`src/rtl/xor_cipher_nx.sv`:
```
// Word-wide XOR stream cipher: Galois LFSR or external-key keystream, valid/ready data path,
// double-buffered serial config chain. Optional readback on cfg_o: XOR_CIPHER_NX_READBACK_EN.
module xor_cipher_nx #(
  parameter int                LFSR_W    = 32,
  parameter int                DATA_W    = 8,
  parameter logic [LFSR_W-1:0] TAPS_RST  = 32'h60,
  parameter logic [LFSR_W-1:0] STATE_RST = 32'h55
) (
  input  logic              clk,
  input  logic              rst,
  input  logic              cfg_en,
  input  logic              cfg_i,
  output logic              cfg_o,
  output logic              cfg_done,
  output logic              cfg_err,
  input  logic              in_valid,
  output logic              in_ready,
  input  logic [DATA_W-1:0] in_data,
  input  logic [DATA_W-1:0] ext_k,
  output logic              out_valid,
  input  logic              out_ready,
  output logic [DATA_W-1:0] out_data
);
  localparam int CFG_W = 2*LFSR_W + 2;
  localparam int CW    = $clog2(CFG_W + 1);

  typedef struct packed {
    logic              k_sel;
    logic              bypass;
    logic [LFSR_W-1:0] taps;
    logic [LFSR_W-1:0] state;
  } cfg_t;

  localparam cfg_t CFG_RST = '{k_sel: 1'b0, bypass: 1'b0, taps: TAPS_RST, state: STATE_RST};

  typedef enum logic {RUN, CFG} st_t;

  st_t               st;
  cfg_t              shadow, active;
  logic [CW-1:0]     cnt;
  logic [LFSR_W-1:0] s_walk, state_adv;
  logic [DATA_W-1:0] ks;
  logic              accept;

  assign in_ready = (st == RUN) & (~out_valid | out_ready);
  assign accept   = in_valid & in_ready;

  // DATA_W Galois steps unrolled; ks[i] is the bit shifted out on step i
  always_comb begin
    s_walk = active.state;
    ks     = '0;
    for (int i = 0; i < DATA_W; i++) begin
      ks[i]  = s_walk[0];
      s_walk = (s_walk >> 1) ^ (s_walk[0] ? active.taps : '0);
    end
    state_adv = s_walk;
  end

  always_ff @(posedge clk) begin
    if (rst) begin
      st        <= RUN;
      shadow    <= CFG_RST;
      active    <= CFG_RST;
      cnt       <= '0;
      out_valid <= 1'b0;
      out_data  <= '0;
      cfg_done  <= 1'b0;
      cfg_err   <= 1'b0;
    end else begin
      cfg_done <= 1'b0;

      if (accept) begin
        out_valid <= 1'b1;
        if (active.bypass)     out_data <= in_data;
        else if (active.k_sel) out_data <= in_data ^ ext_k;
        else begin
          out_data     <= in_data ^ ks;
          active.state <= state_adv;
        end
      end else if (out_ready) begin
        out_valid <= 1'b0;
      end

      case (st)
        RUN: if (cfg_en) begin
          st     <= CFG;
          shadow <= cfg_t'({cfg_i, shadow[CFG_W-1:1]});
          cnt    <= CW'(1);
        end
        CFG: if (cfg_en) begin
          shadow <= cfg_t'({cfg_i, shadow[CFG_W-1:1]});
          if (cnt < CW'(CFG_W)) cnt <= cnt + 1'b1;
        end else begin
          st <= RUN;
          // a short chain never reaches the data path; shadow is resynced to what is running
          if (cnt >= CW'(CFG_W)) begin
            active   <= shadow;
            cfg_done <= 1'b1;
            cfg_err  <= 1'b0;
          end else begin
            shadow  <= active;
            cfg_err <= 1'b1;
          end
        end
        default: st <= RUN;
      endcase
    end
  end

`ifdef XOR_CIPHER_NX_READBACK_EN
  assign cfg_o = shadow[0];
`else
  assign cfg_o = 1'b0;
`endif

endmodule
```
`config.mk`:
```
export PLATFORM = sky130hd
export DESIGN_NAME = xor_cipher_nx
export DESIGN_NICKNAME = d
export VERILOG_FILES = /design/src/rtl/xor_cipher_nx.sv
export SDC_FILE = /design/constraint.sdc
export NUM_CORES = 1
export LEC_CHECK = 0
export BUFFER_PORTS_ARGS = -buffer_cell sky130_fd_sc_hd__buf_2
export CORE_UTILIZATION = 45
export DETAILED_ROUTE_END_ITERATION = 7
export GPL_TIMING_DRIVEN = 0
export SLEW_MARGIN = 0
export SYNTH_ARGS = -nofsm -noshare
export SYNTH_HDL_FRONTEND = slang
export SYNTH_SLANG_ARGS = --single-unit
```
`constraint.sdc`:
```
create_clock -name clk -period 12.6 [get_ports clk]
set_clock_uncertainty 0.2 [all_clocks]
set_input_delay 3.15 -clock clk [delete_from_list [all_inputs] [get_ports clk]]
set_output_delay 3.15 -clock clk [all_outputs]
set_load 0.05 [all_outputs]
```
==> results by group <==
Worst setup path
  • FF-to-FF Start: active[33]$_SDFFE_PP0P_
  • Crit Reg-Reg Endpoint: active[8]$_SDFF_PP0_
  • Startpoint Class: input port
  • WP data required: 9.25 ns
  • CP arrival: 3.83 ns
  • Crit path max fanout: 3
  • Flop2flop setup slack: 7.39 ns
  • CP endpoint kind: primary output
  • R2R depth: 15
  • Setup Crit Path Kind: input port to primary output

Detailed routing
  • Avg WL per Cell: 22.18 um
  • Vias per cell: 6.086
  • DRC marker count from the first detailed-route iteration: 1,442
  • Vias: 12,287
  • Post-route ant nets: 0
  • Detailed Routing Iterations Pass 1: 8
  • Final WL: 44,780 um
  • DRC viols: 0

Floorplan
  • Die outline width: 161.6 um
  • Die Ht: 161.6 um
  • Initial Util: 45.65%
  • Core Region: 0.02511 mm2
  • IO Count: 35
  • Row count: 58
  • Die area: 0.02611 mm2

Synthesis
  • Syn Nets: 1,647
  • Share of the synthesized area in the top cell type: 26.37%
  • Synth area leaders: dfxtp_1, nand2_1, xnor2_1
  • Synth area leader: dfxtp_1
  • Mux contribution to synthesized area: 1.233%
  • Top post-synthesis cells by count: nand2_1, xnor2_1, dfxtp_1
  • Share of flip-flops with an asynchronous set or reset: 0%
  • Sequential area share after synthesis: 26.37%
  • Compound-Gate Fraction of Synth Area: 21.85%
  • Post-synthesis simple-gate area fraction: 27.21%
  • Cells after synthesis: 1,623
  • Yosys cell types: 78
  • Largest family of logic cells by synthesized area: simple AND/OR/NAND/NOR gates
  • Count leader, synth: nand2_1
  • EDFF count, synth: 0
  • Synth Cell Area: 0.01146 mm2
  • Yosys warning count: 0
  • Post-Synth Adder-Cell Area: 0.2183%
  • Seq cells post-synth: 151
  • Xor/xnor share of the synthesized area: 16.52%
  • Syn_area_per_cell: 7.062 um2
  • Ys flop type: dfxtp_1

Place
  • RD Place Congestion: 0.9828
  • Post-DP HPWL: 32,510 um
  • Placed cell count: 1,986
  • Setup slack at placement: 5.446 ns
  • Port Buffer Count: 33
  • Area after DPL: 0.01204 mm2

Clock network
  • Clock sink total: 151
  • Clk root buf: clkbuf_16
  • CTS tree: built
  • Gates resized, CTS repair: 0
  • Post-CTS Setup Bufs: 0
  • CTS Buf Count: 17
  • H-tree levels: 4
  • # hold bufs at CTS: 0
  • Skew-Pair Late Insertion Delay: 0.45 ns
  • Maximum clock path buffer count: 2
  • Clk slew on worst S/H paths: 0.07 ns

Layout
  • Post-route cell area: 0.01264 mm2
  • Final core utilization: 50.34%
  • FILL cells: 2,622
  • Antenna fix cells: 0
  • Layout area overhead: 10.28%
  • Layout Nets: 1,700
  • Share of cells above drive strength 1: 7.756%
  • Fin cells: 2,019

STA
  • Min cycle time layout: 7.176 ns
  • Setup WS post-layout: 5.424 ns
  • Hold slack: 0.2708 ns
  • Fin. Hold Viols: 0
  • Setup Viol. Count Final: 0
  • Peak Freq: 139.3 MHz
  • Setup TNS: 0 ns
  • Period utilization: 56.95%
  • Worst-Margin Slew: 1.028 ns
  • RSZ-0062 raised after global routing: false
  • Relative slew slack: 31.46%
  • Slew Viols, Final: 0

Power
  • Leakage: 4.242 nW
  • Power Density: 116.5 mW/mm2
  • VDD IR max: 0.07086 mV
  • Switching share of power: 37.97%
  • Clock network fraction of design power: 36.1%
  • Combinational share of power: 28.0%
  • Overall Power: 1.473 mW
  • Switching Power: 0.5593 mW
  • P_int: 0.9136 mW
  • Sequential power share: 35.9%

Hold path
  • Hold Path Class: register to register
  • Min-Delay Endpoint: active[64]$_SDFFE_PP0P_
  • Hold_sp: shadow[64]$_SDFFE_PP0P_
  • Hold path depth: 2

Job
  • MaxCap Viol Count: 0

Global route
  • Vias in the first global route: 11,430
  • Largest net degree at the start of global routing: 17
  • Gr ovfl total: 0
  • Antenna violations before repair: 0
  • Total GRT Usage: 34.31%
  • First-pass GRT wire length: 67,450 um

Outcome
  • Run status: finished clean
-- how the worst max path moves through the flow --
| stage | from | end | slack, ns | depth (start not counted) |
|---|---|---|---|---|
| 2_1_floorplan | out_ready | in_ready | 5.24 | 2 |
| 3_3_place_gp | out_ready | in_ready | 5.42 | 4 |
| 3_5_place_dp | out_ready | in_ready | 5.45 | 4 |
| 4_1_cts | out_ready | in_ready | 5.44 | 4 |
| 5_1_grt | out_ready | in_ready | 5.42 | 4 |
| 6_report | out_ready | in_ready | 5.42 | 4 |
-- metal layers --
layer  GRT usage (%)  vias up  wire (um)
li1                -     5689          -
met1           45.15     5884      18930
met2           53.61      596      19880
met3           7.576      118       4225
met4           15.14        0       1735
met5               0        -          0
-- layout by cell type, fill, tap and decap left out, types with 45 or more instances in the layout --
| cell type | count |
|---|---|
| nand2_1 | 426 |
| xnor2_1 | 172 |
| dfxtp_1 | 151 |
| nor2_1 | 130 |
| clkbuf_1 | 129 |
| a21oi_1 | 74 |
| a311oi_1 | 73 |
| nand3_1 | 53 |
| o21ai_0 | 45 |
| buf_2 | 45 |
-- power by group through the flow --
stage	Combinational [mW]	Sequential, mW	Clock, mW
floorplan	0.254	0.540	0
global placement	0.394	0.538	0
detailed placement	0.396	0.538	0
CTS	0.398	0.527	0.531
global route	0.432	0.531	0.548
finish	0.412	0.528	0.532
-- cell families (layout without fill, tap and decap cells) --
| family | after synthesis | after routing |
|---|---|---|
| AND/OR/NAND/NOR | 717 | 717 |
| AO/OA/AOI/OAI | 344 | 344 |
| XOR/XNOR | 209 | 209 |
| buffers and inverters | 186 | 252 |
| flip-flops | 151 | 151 |
| multiplexers | 13 | 13 |
| adder cells (fa/ha/maj) | 2 | 2 |
| other | 1 | 1 |
-- final cells by class --
cell class              count  area [um2]  share of cell area, %
multi-input cells        1286        7687                  60.81
flip-flops and latches    151        3023                  23.91
plain buffers             163       665.6                  5.266
clock buffers              19       452.9                  3.583
well taps                 330       412.9                  3.266
repair buffers             34       176.4                  1.396
clock inverters            13       136.4                  1.079
inverters                  23       86.33                 0.6830
-- sequential cells by signal (all words and copies together) (netlist names) --
signal,cells
active,66
shadow,66
out_data,8
cnt,7
cfg_done,1
cfg_err,1
out_valid,1
st,1
-- worst max-delay path: stages --
cell and delay (ns):
buf_2 0.08, inv_1 0.04, a21oi_1 0.24, buf_2 0.32
Power figures use the tool's default switching activity.
